[config.mk]
export PLATFORM = sky130hd
export DESIGN_NAME = prbs_err_led_sched_flat
export DESIGN_NICKNAME = d
export VERILOG_FILES = /design/src/rtl/prbs_err_led_sched_if.sv /design/src/rtl/prbs_err_led_sched.sv /design/src/flat_wrapper.sv
export SDC_FILE = /design/constraint.sdc
export NUM_CORES = 1
export LEC_CHECK = 0
export ABC_AREA = 1
export CAP_MARGIN = 20
export CORE_ASPECT_RATIO = 1.4
export CORE_MARGIN = 1
export CORE_UTILIZATION = 50
export DETAILED_ROUTE_END_ITERATION = 12
export PLACE_DENSITY = 0.68
export SLEW_MARGIN = 20
export SYNTH_ARGS = -nofsm -noshare
export SYNTH_HDL_FRONTEND = slang
export SYNTH_SLANG_ARGS = --single-unit
[constraint.sdc]
create_clock -name clk -period 4.6 [get_ports clk]
set_clock_uncertainty 0.15 [all_clocks]
set_input_delay 1.15 -clock clk [delete_from_list [all_inputs] [get_ports clk]]
set_output_delay 1.15 -clock clk [all_outputs]
set_load 0.01 [all_outputs]
[src/rtl/prbs_err_led_sched_if.sv]
// prbs_err_led_sched_if
// Bundles the lane error inputs, clear handshake, scan hold and LED display
// outputs of prbs_err_led_sched.
//   err_pulse : per-lane error strobe (checker -> scheduler)
//   clr_req   : clear request level, held until clr_ack
//   clr_lane  : lane to clear; any value >= NLANE clears all lanes
//   hold      : freezes the display scan
//   led_lane  : one-hot select of the displayed lane
//   led_level : count of the displayed lane
//   sat_flag  : per-lane saturation flag
//   clr_ack   : one-cycle clear acknowledge
// modport master drives the requests; modport slave is the scheduler.
interface prbs_err_led_sched_if #(
  parameter int NLANE = 4,
  parameter int LW    = 3
);
  logic [NLANE-1:0] err_pulse;
  logic             clr_req;
  logic [LW-1:0]    clr_lane;
  logic             hold;
  logic [NLANE-1:0] led_lane;
  logic [1:0]       led_level;
  logic [NLANE-1:0] sat_flag;
  logic             clr_ack;

  modport master (
    output err_pulse, clr_req, clr_lane, hold,
    input  led_lane, led_level, sat_flag, clr_ack
  );

  modport slave (
    input  err_pulse, clr_req, clr_lane, hold,
    output led_lane, led_level, sat_flag, clr_ack
  );
endinterface

[src/rtl/prbs_err_led_sched.sv]
// prbs_err_led_sched
// Keeps a 2-bit saturating error count per PRBS lane, clears one lane or all
// lanes through a request/acknowledge handshake, and time-shares one LED
// display between the lanes with a round-robin dwell timer.
// Ports:
//   clk  : system clock, rising edge
//   rst  : synchronous active-high reset
//   bus  : prbs_err_led_sched_if.slave (err_pulse, clr_req, clr_lane, hold in;
//          led_lane, led_level, sat_flag, clr_ack out)
// Build option: define PRBS_SKIP_ZERO_EN to make the scan skip lanes whose
// count is zero and blank led_lane while the selected lane's count is zero.
module prbs_err_led_sched #(
  parameter int NLANE     = 4,
  parameter int DWELL_CYC = 40_000_000,
  parameter int LW        = 3
) (
  input logic                clk,
  input logic                rst,
  prbs_err_led_sched_if.slave bus
);

  localparam int          PW = $clog2(NLANE);
  localparam int          TW = $clog2(DWELL_CYC);
  localparam int unsigned NL = NLANE;

  typedef enum logic {IDLE, ACK} clr_state_t;

  clr_state_t       state, state_next;
  logic             clr_fire;
  logic             ack_next;
  logic [NLANE-1:0] lane_hit;
  logic [NLANE-1:0] err_prev;
  logic [NLANE-1:0] err_rise;
  logic [1:0]       cnt [NLANE];
  logic [PW-1:0]    ptr, ptr_adv;
  logic [TW-1:0]    timer;
  logic             dwell_end;
  logic [NLANE-1:0] lane_sel;
  logic [NLANE-1:0] sat_next;

  // Clear handshake FSM: state register
  always_ff @(posedge clk) begin
    if (rst) state <= IDLE;
    else     state <= state_next;
  end

  // Clear handshake FSM: next state
  always_comb begin
    state_next = state;
    case (state)
      IDLE:    if (bus.clr_req) state_next = ACK;
      ACK:     state_next = IDLE;
      default: state_next = IDLE;
    endcase
  end

  // Clear handshake FSM: outputs (requests seen in ACK are ignored)
  always_comb begin
    clr_fire = (state == IDLE) && bus.clr_req;
    ack_next = (state == ACK);
  end

  always_comb begin
    lane_hit = '0;
    for (int unsigned i = 0; i < NL; i++) begin
      lane_hit[i] = clr_fire &&
                    ((bus.clr_lane >= LW'(NLANE)) || (bus.clr_lane == LW'(i)));
    end
  end

  assign err_rise = bus.err_pulse & ~err_prev;

  // A clear on a lane takes priority over a rising edge in the same cycle.
  always_ff @(posedge clk) begin
    if (rst) begin
      err_prev <= '0;
      for (int unsigned i = 0; i < NL; i++) cnt[i] <= '0;
    end else begin
      err_prev <= bus.err_pulse;
      for (int unsigned i = 0; i < NL; i++) begin
        if (lane_hit[i])                      cnt[i] <= '0;
        else if (err_rise[i] && cnt[i] != 2'd3) cnt[i] <= cnt[i] + 2'd1;
      end
    end
  end

  assign dwell_end = (timer == TW'(DWELL_CYC - 1));

`ifdef PRBS_SKIP_ZERO_EN
  // Search forward from the lane after the current one for a nonzero count;
  // with none found the pointer stays put.
  always_comb begin
    logic          found;
    logic [PW-1:0] cand;
    ptr_adv = ptr;
    found   = 1'b0;
    cand    = '0;
    for (int unsigned i = 1; i < NL; i++) begin
      cand = PW'((32'(ptr) + i) % NL);
      if (!found && cnt[cand] != 2'd0) begin
        ptr_adv = cand;
        found   = 1'b1;
      end
    end
  end

  always_comb begin
    lane_sel = NLANE'(1) << ptr;
    if (cnt[ptr] == 2'd0) lane_sel = '0;
  end
`else
  always_comb begin
    ptr_adv = (ptr == PW'(NLANE - 1)) ? '0 : ptr + 1'b1;
  end

  always_comb begin
    lane_sel = NLANE'(1) << ptr;
  end
`endif

  always_ff @(posedge clk) begin
    if (rst) begin
      timer <= '0;
      ptr   <= '0;
    end else if (!bus.hold) begin
      if (dwell_end) begin
        timer <= '0;
        ptr   <= ptr_adv;
      end else begin
        timer <= timer + 1'b1;
      end
    end
  end

  always_comb begin
    sat_next = '0;
    for (int unsigned i = 0; i < NL; i++) sat_next[i] = (cnt[i] == 2'd3);
  end

  // Outputs are registered from the previous cycle's state.
  always_ff @(posedge clk) begin
    if (rst) begin
      bus.led_lane  <= '0;
      bus.led_level <= '0;
      bus.sat_flag  <= '0;
      bus.clr_ack   <= 1'b0;
    end else begin
      bus.led_lane  <= lane_sel;
      bus.led_level <= cnt[ptr];
      bus.sat_flag  <= sat_next;
      bus.clr_ack   <= ack_next;
    end
  end

endmodule

[src/flat_wrapper.sv]
// flat-port wrapper written by rule: the top's interface ports become plain ports
module prbs_err_led_sched_flat 
#(
  parameter int NLANE     = 4,
  parameter int DWELL_CYC = 40_000_000,
  parameter int LW        = 3
)
  (clk, rst, bus_err_pulse, bus_clr_req, bus_clr_lane, bus_hold, bus_led_lane, bus_led_level, bus_sat_flag, bus_clr_ack);
  prbs_err_led_sched_if #(.NLANE(NLANE), .LW(LW)) bus_i ();
  input logic clk;
  input logic rst;
  input wire logic [$bits(bus_i.err_pulse)-1:0] bus_err_pulse;
  input wire logic [$bits(bus_i.clr_req)-1:0] bus_clr_req;
  input wire logic [$bits(bus_i.clr_lane)-1:0] bus_clr_lane;
  input wire logic [$bits(bus_i.hold)-1:0] bus_hold;
  output wire logic [$bits(bus_i.led_lane)-1:0] bus_led_lane;
  output wire logic [$bits(bus_i.led_level)-1:0] bus_led_level;
  output wire logic [$bits(bus_i.sat_flag)-1:0] bus_sat_flag;
  output wire logic [$bits(bus_i.clr_ack)-1:0] bus_clr_ack;
  assign bus_i.err_pulse = bus_err_pulse;
  assign bus_i.clr_req = bus_clr_req;
  assign bus_i.clr_lane = bus_clr_lane;
  assign bus_i.hold = bus_hold;
  assign bus_led_lane = bus_i.led_lane;
  assign bus_led_level = bus_i.led_level;
  assign bus_sat_flag = bus_i.sat_flag;
  assign bus_clr_ack = bus_i.clr_ack;
  prbs_err_led_sched #(.NLANE(NLANE), .DWELL_CYC(DWELL_CYC), .LW(LW)) u_core (.clk(clk), .rst(rst), .bus(bus_i));
endmodule
# After elaboration in Yosys (flattened, before gate mapping)
# Memory sizes are Yosys's and may differ from the RTL's. A register that Yosys moved wholly into a read port is not among the register bits.
# Cells that the tools add are included.
# classes
order_cmp,1
n_eq_ne,13
mux,42
n_bitwise,12
reduce_logical,15
addsub,6
n_shift,1
# ops
operator,count
1-bit 2-to-1 mux,31
"26-bit by 1-bit adder with 26-bit output, second input constant",1
"26-bit equality test, second input constant",1
26-bit 2-to-1 mux,1
2-bit 2-to-1 mux,9
"2-bit by 1-bit adder with 2-bit output, second input constant",5
"2-bit equality test, second input constant",5
1-bit logical AND,9
"2-bit != test, second input constant",4
1-bit bitwise OR,8
"3-bit by 2-bit equality test with 1-bit output, second input constant",2
4-bit AND,1
1-bit logical OR,4
4-bit inverter,1
"1-bit by 2-bit left shift with 4-bit output, first input constant",1
"3-bit by 1-bit equality test with 1-bit output, second input constant",1
"3-bit greater-or-equal comparator, second input constant",1
3-bit zero test,1
1-bit inverter,2
1-bit one-hot mux with 2 select lines,1
2-bit AND reduction,1
# totals
in_bits,11
memories,1
ramBits,8
out_inout_bits,11
wordCells,98
ff_bits,42
# memory_table
memory,words,word_bits,read_ports,rd_ports_with_merged_regs,wr,line,text
u_core.cnt,4,2,5,1,4,prbs_err_led_sched.sv:34,logic [1:0] cnt [NLANE];

# Depth between registers and ports, before layout
# Gate-level depths: netlist of the first run.
# logic_depth
ltp_word,8
mapped_depth,10
depth_no_buf,9

# Least setup slack after synthesis of the first run
# OpenSTA, ideal clock, no wires.
# synth_path
kind,input to register
startpoint,input bus_hold
endpoint,register u_core.timer[22]
stages,10
setup_time_ps,115
t_arrival_ps,1950
slack_ps,2385
t_required_ps,4335
n_path_buf,2
cell_sequence,buf_6 > nor2_1 > nand2_1 > nor2_1 > nand2_1 > nor2_2 > nor2_4 > buf_6 > nand2_1 > nor2_1
# synth_lines
element,line,text
start: declaration,flat_wrapper.sv:15,input wire logic [$bits(bus_i.hold)-1:0] bus_hold;
end signal: assignment,prbs_err_led_sched.sv:130,timer <= timer + 1'b1;
end: declaration,prbs_err_led_sched.sv:36,logic [TW-1:0] timer;

==> out/metrics.cfg, run 1 <==
[status]
status=completed

[clock_network]
post_cts_resized=0
tritoncts=built
clk_latency_ns=0.31
clk_pin_slew_ns=0.09
post_cts_buffers=0
numClockSinks=52
cts.path.max_buffers=2
numCtsBuffers=5
htree_levels=2
postCtsHoldBufs=0
cts_root_buffer=clkbuf_8

[min_path]
hold_path.class=register to register
holdPathStages=2

[setup_path]
crit_type=input pin to register
crit_required_ns=4.69
critPathLaunchType=input pin
max_stage_delay_ns=0.58
crit_path_end_kind=register
critPathArrivalTime_ns=2.71
cp_max_fo=9
crit_chain=clkdlybuf4s50_1 > inv_4 > nand2_1 > nor2_2 > nand2_2 > nor2_1 > nand2_1 > nand2_1 > nand2_1 > nor2_1
slowest_stage=clkdlybuf4s50_1
worst_path_most_repeated_cell=nand2_1
reg2reg_depth=8

[synth]
synth_cell_types=26
syn_area_um2=2530
synth_area_per_cell_um2=6.99
syn_inst=362
syn_nets=379
netlist.area_leader.share_pct=34.8
yosys-top-cells-area=dfxtp_1, nand2_1, nor2_1
ys_seq_area_share_pct=44.3
yosys_warnings=0
synth_seq_cells=52
synth.largest_area_cell=dfxtp_1

[final_layout]
fillers=482
regArea_um2=1120
final_nets=404
multi_input_area_um2=1190
diodes=0
drive_gt1_share_pct=6.70
final_core_util_pct=59.6
syn_to_final_growth_pct=14.1

[floorplanning]
die_area_um2=5350
num_rows=30
die_w_um=62.1
start_util_pct=52.2
die_height_um=86.1
core_um2=4840
ioPinCount=22

[global_route]
grt_pass1_vias=2128
grt_pass1_wl_mm=9.19
grt_max_degree=22
gr-total-overflow=0
grtUsageTotal_pct=22.0
antenna_found_initial=0

[sta]
finalCritPeriodShare_pct=56.9
tightest_slew_ns=0.370
min_period_ns=2.62
report.final.slew_viol_count=0
hold_viol_final=0
max-slew-margin-rel_pct=75.1
fmax_mhz=382
rsz0062_at_grt=false
tns_ns=0
finalSetupViolCount=0

[placed_design]
io_buffer_count=21
hpwl_mm=4.08
globalplace.congestion=0.848

[power_and_ir_drop]
peakVddDrop_mv=0.179
finalPower_mw=0.804
leakage_nw=1.21
p_per_area_nw_per_um2=279

[job]
drv_cap=0

[drt]
drc_errors=0
wl_mm=5.23
wire_per_inst_um=11.6
antenna_left=0
first_pass_iters=5
vias_per_cell=4.92
route.vias.total=2225
drt-initial-drc-count=96

[per-stage QoR]
step | cells | setup WS (ns) | hold WS, ns | area, um2
floorplan | 362 | 2.39 | 0.260 | 2530
global placement | 444 | 1.67 | 0.263 | 2800
detailed placement | 444 | 1.65 | 0.271 | 2800
CTS | 452 | 1.97 | 0.284 | 2880
global route | 452 | 1.86 | 0.320 | 2880
finish | 452 | 1.98 | 0.279 | 2880
[worst paths after layout]
kind	startpoint	slack, ns	to
setup reg to reg	u_core.timer[0]$_SDFFE_PP0N_	2.91	u_core.timer[12]$_SDFFE_PP0N_
hold / removal	u_core.ack_next$_SDFF_PP0_	0.28	u_core.bus.clr_ack$_SDFF_PP0_
hold reg to reg	u_core.ack_next$_SDFF_PP0_	0.28	u_core.bus.clr_ack$_SDFF_PP0_
setup / recovery	bus_hold	1.98	u_core.timer[14]$_SDFFE_PP0N_
[where the power goes]
| group | switching (mW) | internal (mW) |
|---|---|---|
| logic | 0.0333 | 0.0262 |
| registers | 0.00776 | 0.476 |
| clock network | 0.151 | 0.109 |
[area by class of cell]
type	count	area share, %
clock buffers	6	2.52
well taps	64	2.78
clock inverters	2	0.564
inverters	49	6.46
multi-input cells	257	41.3
repair buffers	22	7.55
flip-flops and latches	52	38.9
[state kept, by name, indices dropped and copies added, names as in the netlist]
register / count
u_core.ack_next: 1
u_core.bus.clr_ack: 1
u_core.bus.led_lane: 4
u_core.bus.led_level: 2
u_core.bus.sat_flag: 4
u_core.cnt: 8
u_core.err_prev: 4
u_core.ptr: 2
u_core.timer: 26
[cell families (layout without fill, tap and decap cells)]
group,after synthesis,in the layout,share of synthesized area [%]
AOI/OAI and AO/OA,15,15,3.12
xor gates and xnor gates,6,6,2.08
adders and majority gates,6,6,2.97
buffers and inverters,53,79,8.61
DFF,52,52,44.3
and+or+nand+nor,230,230,38.9
[Yosys cell counts]
master,count
nor3_2,1
xor2_1,4
or2_2,1
nand3_1,23
o21ai_0,4
ha_1,6
nand3_2,1
nand2_1,90
xnor2_1,2
inv_1,47
dfxtp_1,44
nand4_1,5
nor2_2,6
inv_2,1
buf_1,1
a31oi_1,1
o211ai_1,1
buf_2,1
nor2_4,3
nor3_1,13
a21oi_1,9
nor2_1,83
inv_4,1
nand2_2,4
edfxtp_1,8
buf_6,2
[critical path: cells and delay by family]
family | cells | cell delay, ns
and+or+nand+nor | 8 | 0.78
buffers and inverters | 2 | 0.77
[metal layers]
layer	track usage, %	vias to the layer above	routed length, um	share of wire (%)
li1	-	1175	-	-
met1	22.8	995	2160	41
met2	41.1	37	2730	52
met3	4.26	18	117	2.2
met4	12.3	0	228	4.4
met5	0	-	0	0
[cell usage in the layout, fill, tap and decap left out, types with 6 or more instances in the layout]
master and instances:
nand2_1 90, nor2_1 83, inv_1 47, dfxtp_1 44
nand3_1 23, clkdlybuf4s50_1 21, nor3_1 13, a21oi_1 9
edfxtp_1 8, nor2_2 6, ha_1 6
No activity file was read; power rests on OpenSTA's default activity.
==> run 2: changes to the inputs <==
==> constraint.sdc (replaced) <==
create_clock -name clk -period 2.67 [get_ports clk]
set_clock_uncertainty 0.15 [all_clocks]
set_input_delay 0.6675 -clock clk [delete_from_list [all_inputs] [get_ports clk]]
set_output_delay 0.6675 -clock clk [all_outputs]
set_load 0.01 [all_outputs]
==> out/metrics.cfg, run 2 (synthesis results as in run 1) <==
[sta]
hold_viol_final=0  ; unchanged
min_period_ns=2.12
report.final.slew_viol_count=0  ; unchanged
finalSetupViolCount=0  ; unchanged
fmax_mhz=471
tns_ns=0  ; unchanged
rsz0062_at_grt=false
tightest_slew_ns=0.407  ; +0.0363 ns
finalCritPeriodShare_pct=79.4
max-slew-margin-rel_pct=72.7  ; -2.4 points

[final_layout]
drive_gt1_share_pct=6.96  ; +0.26 points
reg.largest.list=u_core.timer (26), u_core.cnt (8)
stdcell_count=452  ; unchanged
final_nets=404  ; unchanged
diodes=0  ; unchanged
layout_commonest_cell=nand2_1
syn_to_final_growth_pct=15.8
largest_register=u_core.timer
largest_register_ffs=26  ; unchanged
most-common-layout-cells=nand2_1, nor2_1, inv_1

[global_route]
busiest_layer=met2
grt_pass1_vias=2131  ; +0.14%
grtUsageTotal_pct=21.6  ; -0.36 points
gr-total-overflow=0  ; unchanged
met1_usage_pct=22.1  ; -0.71 points
met3_usage_pct=3.86  ; -0.40 points
antenna_found_initial=0  ; unchanged
grt_max_degree=22  ; unchanged
gr-usage-met2_pct=41.1  ; unchanged
grt_pass1_wl_mm=9.08  ; -1.2%

[setup_path]
crit_required_ns=2.71  ; -1.98 ns
r2r_setup_slack_ns=0.95  ; -1.96 ns
reg2reg_depth=8  ; unchanged
slowest_stage=clkdlybuf4s50_1
r2r_end=u_core.timer[12]$_SDFFE_PP0N_
critPathLaunchType=input pin
crit_path_end_kind=register
crit_chain=clkdlybuf4s50_1 > inv_4 > nand2_1 > nor2_1 > nand2_1 > nor2_1 > nand2_1 > nand2_2 > nor2_1
critPathArrivalTime_ns=2.16  ; -0.55 ns
cp_max_fo=9  ; unchanged
timing.rr.start=u_core.timer[1]$_SDFFE_PP0N_
crit_type=input pin to register
max_stage_delay_ns=0.58  ; about the same

[drt]
drt-initial-drc-count=89  ; -7.3%
drc_errors=0  ; unchanged
first_pass_iters=5  ; unchanged
wl_mm=5.24  ; about the same
wire_per_inst_um=11.6  ; about the same
antenna_left=0  ; unchanged
route.vias.total=2221  ; -0.18%
vias_per_cell=4.91  ; -0.18%

[clock_network]
post_cts_resized=0  ; unchanged
postCtsHoldBufs=0  ; unchanged
numClockSinks=52  ; unchanged
numCtsBuffers=5  ; unchanged
cts.path.max_buffers=2  ; unchanged
tritoncts=built
htree_levels=2  ; unchanged
clk_pin_slew_ns=0.09  ; about the same
post_cts_buffers=0  ; unchanged
cts_root_buffer=clkbuf_8
clk_latency_ns=0.30  ; about the same

[floorplanning]
die_area_um2=5350  ; unchanged
core_um2=4840  ; unchanged
ioPinCount=22  ; unchanged
start_util_pct=52.2  ; unchanged
num_rows=30  ; unchanged
die_height_um=86.1  ; unchanged
die_w_um=62.1  ; unchanged

[power_and_ir_drop]
p_per_area_nw_per_um2=513  ; +84%
peakVddDrop_mv=0.427  ; +140%
finalPower_mw=1.50  ; +87%
leakage_nw=1.23  ; +2.0%

[job]
drv_cap=0  ; unchanged

[placed_design]
globalplace.congestion=0.907  ; +7.0%
io_buffer_count=21  ; unchanged
hpwl_mm=4.08  ; about the same
dp.cells=444  ; unchanged

[min_path]
min_to=u_core.bus.clr_ack$_SDFF_PP0_
hold_path.class=register to register
holdPathStages=2  ; unchanged
min-delay-start=u_core.ack_next$_SDFF_PP0_

[status]
status=completed

==> run 2: cell types whose count changed in the layout (fill, tap and decap cells not counted), sizes merged <==
cell	delta
clkinv	+1
clkinvlp	-1
bufinv	+1
inv	-1
==> run 2: cell type report <==
class                   count  area [um2]
fillers                   484        1910
clock buffers               6        82.6
flip-flops and latches     52        1120
inverters                  49         186
well taps                  64        80.1
multi-input cells         257        1190
clock inverters             2        38.8
repair buffers             22         230
==> run 2: worst max-delay path by stage <==
stage,startpoint,end,slack [ns],cells after the start
6_report,bus_hold,u_core.timer[12]$_SDFFE_PP0N_,0.55,9
5_1_grt,bus_hold,u_core.timer[12]$_SDFFE_PP0N_,0.37,9
4_1_cts,bus_hold,u_core.timer[12]$_SDFFE_PP0N_,0.56,9
3_5_place_dp,bus_hold,u_core.timer[12]$_SDFFE_PP0N_,0.24,9
3_3_place_gp,bus_hold,u_core.timer[12]$_SDFFE_PP0N_,0.26,8
2_1_floorplan,bus_hold,u_core.timer[22]$_SDFFE_PP0N_,0.94,10
==> run 2: where the power goes <==
group          switching [mW]  internal [mW]
Clock                   0.259          0.307
Combinational          0.0573         0.0471
Sequential             0.0132          0.820
==> run 2: stage by stage <==
| step | setup WS, ns | instance area (um2) | util, % | hold slack (ns) |
|---|---|---|---|---|
| 6_report | 0.549 | 2930 | 60.5 | 0.281 |
| 5_1_grt | 0.374 | 2930 | 60.5 | 0.316 |
| 4_1_cts | 0.560 | 2930 | 60.5 | 0.283 |
| 3_5_place_dp | 0.235 | 2810 | 58.0 | 0.269 |
| 3_3_place_gp | 0.259 | 2810 | 58.0 | 0.263 |
| 2_1_floorplan | 0.938 | 2530 | - | 0.260 |
==> run 2: critical path, delay by kind of cell <==
family / cells / cell delay (ns)
buf+inv: 2 / 0.75
simple gates: 7 / 0.74
==> run 2: per-layer routing <==
layer  vias to the layer above  wire length, um
met2                        37             2770
met1                       999             2190
li1                       1171                -
met3                        14               90
met4                         0              180
met5                         -                0
==> run 3: changes to the inputs <==
--- a/config.mk
+++ b/config.mk
@@ -11,7 +11,7 @@
 export CORE_MARGIN = 1
 export CORE_UTILIZATION = 50
 export DETAILED_ROUTE_END_ITERATION = 12
-export PLACE_DENSITY = 0.68
+export PLACE_DENSITY = 0.7
 export SLEW_MARGIN = 20
 export SYNTH_ARGS = -nofsm -noshare
 export SYNTH_HDL_FRONTEND = slang
==> constraint.sdc (replaced) <==
create_clock -name clk -period 1.9 [get_ports clk]
set_clock_uncertainty 0.15 [all_clocks]
set_input_delay 0.475 -clock clk [delete_from_list [all_inputs] [get_ports clk]]
set_output_delay 0.475 -clock clk [all_outputs]
set_load 0.01 [all_outputs]
==> out/metrics.cfg, run 3 (synthesis results as in run 1) <==
[sta]
hold_viol_final=0  ; unchanged
fin_hold_ws_ns=0.281  ; -0.000404 ns
min_period_ns=1.80
finalSetupViolCount=0  ; unchanged
rsz0062_at_grt=false
report.final.slew_viol_count=0  ; unchanged
finalCritPeriodShare_pct=94.5
max-slew-margin-rel_pct=76.0  ; +3.3 points
fmax_mhz=557
tightest_slew_ns=0.357  ; -0.0496 ns

[final_layout]
layout_commonest_cell=nand2_1
multi_input_area_um2=1190  ; unchanged
syn_to_final_growth_pct=22.6
regArea_um2=1120  ; unchanged
largest_register_ffs=26  ; unchanged
reg.largest.list=u_core.timer (26), u_core.cnt (8)
drive_gt1_share_pct=12.2  ; +5.2 points
largest_register=u_core.timer
diodes=0  ; unchanged
final_nets=427  ; +5.7%
fillers=443  ; -8.5%
most-common-layout-cells=nand2_1, nor2_1, inv_1

[floorplanning]
num_rows=30  ; unchanged
ioPinCount=22  ; unchanged
die_area_um2=5350  ; unchanged
start_util_pct=52.2  ; unchanged
core_um2=4840  ; unchanged
die_w_um=62.1  ; unchanged
die_height_um=86.1  ; unchanged

[min_path]
hold_path.class=register to register

[power_and_ir_drop]
peakVddDrop_mv=0.430  ; +0.81%
p_per_area_nw_per_um2=691  ; +34%
leakage_nw=1.34  ; +8.9%
finalPower_mw=2.14  ; +42%

[setup_path]
crit_required_ns=1.27  ; -1.44 ns
crit_chain=clkdlybuf4s50_1
crit_path_end_kind=output port
max_stage_delay_ns=0.53  ; -0.05 ns
critPathTopFamily=buffers and inverters
cp_max_fo=1  ; -8
r2r_setup_slack_ns=0.19  ; -0.76 ns
critical_path_buf_inv_count=1  ; -1
critPathLaunchType=register
crit_type=register to output port
critPathArrivalTime_ns=1.17  ; -0.99 ns
slowest_stage=clkdlybuf4s50_1

[global_route]
grt_pass1_wl_mm=9.14  ; +0.68%
gr-total-overflow=0  ; unchanged
grt_pass1_vias=2140  ; +0.42%
antenna_found_initial=0  ; unchanged
grt_max_degree=19  ; -14%
grtUsageTotal_pct=22.4  ; +0.78 points

[placed_design]
hpwl_mm=4.45  ; +9.0%
globalplace.congestion=0.927  ; +2.2%
io_buffer_count=21  ; unchanged

[drt]
drc_errors=0  ; unchanged
drt-initial-drc-count=90  ; +1.1%
route.vias.total=2320  ; +4.5%
wire_per_inst_um=11.5  ; -0.34%
wl_mm=5.49  ; +4.7%
vias_per_cell=4.88  ; -0.60%
antenna_left=0  ; unchanged
first_pass_iters=4  ; -1

[job]
drv_cap=0  ; unchanged

[clock_network]
numClockSinks=52  ; unchanged
numCtsBuffers=5  ; unchanged
post_cts_buffers=0  ; unchanged
post_cts_resized=0  ; unchanged
tritoncts=built
clk_pin_slew_ns=0.10  ; about the same
cts.path.max_buffers=2  ; unchanged
cts_root_buffer=clkbuf_8
htree_levels=2  ; unchanged
postCtsHoldBufs=0  ; unchanged
clk_latency_ns=0.31  ; about the same

[status]
status=completed

[run 3: metal layers]
metal | wire [um] | part of all wire [%] | track usage, % | vias up
met5 | 0 | 0 | 0 | -
li1 | - | - | - | 1226
met2 | 2920 | 53 | 42.4 | 36
met3 | 124 | 2.3 | 4.26 | 21
met4 | 260 | 4.7 | 13.3 | 0
met1 | 2180 | 40 | 22.6 | 1037
[run 3: path summary, 6_finish.rpt]
path                                          start                       endpoint  cells after the start
setup / recovery  u_core.bus.sat_flag[1]$_SDFF_PP0_                bus_sat_flag[1]                      1
hold / removal           u_core.ack_next$_SDFF_PP0_  u_core.bus.clr_ack$_SDFF_PP0_                      2
setup reg to reg       u_core.timer[1]$_SDFFE_PP0N_   u_core.timer[9]$_SDFFE_PP0N_                      8
hold reg to reg          u_core.ack_next$_SDFF_PP0_  u_core.bus.clr_ack$_SDFF_PP0_                      2
[run 3: power by group]
part,total [mW],internal [mW],switching (mW)
Combinational,0.175,0.0883,0.0865
Clock,0.794,0.407,0.387
Sequential,1.17,1.15,0.0191
[run 3: layout make-up]
class,instances,area share [%]
Multi-Input combinational cell,257,38.4
Timing Repair Buffer,45,13.0
Clock buffer,5,2.22
Clock inverter,3,1.61
Inverter,49,6.02
Tap cell,64,2.58
Sequential cell,52,36.2
[run 3: through the flow]
stage / TNS [ns] / cells / util, % / cell area [um2] / worst slack [ns]
6_report: 0 / 475 / 64.0 / 3100 / 0.104
5_1_grt: 0 / 475 / 64.0 / 3100 / 0.00699
4_1_cts: 0 / 475 / 64.0 / 3100 / 0.0925
3_5_place_dp: -4.78 / 467 / 61.6 / 2980 / -0.180
3_3_place_gp: -4.14 / 467 / 61.6 / 2980 / -0.191
2_1_floorplan: 0 / 362 / - / 2530 / 0.360
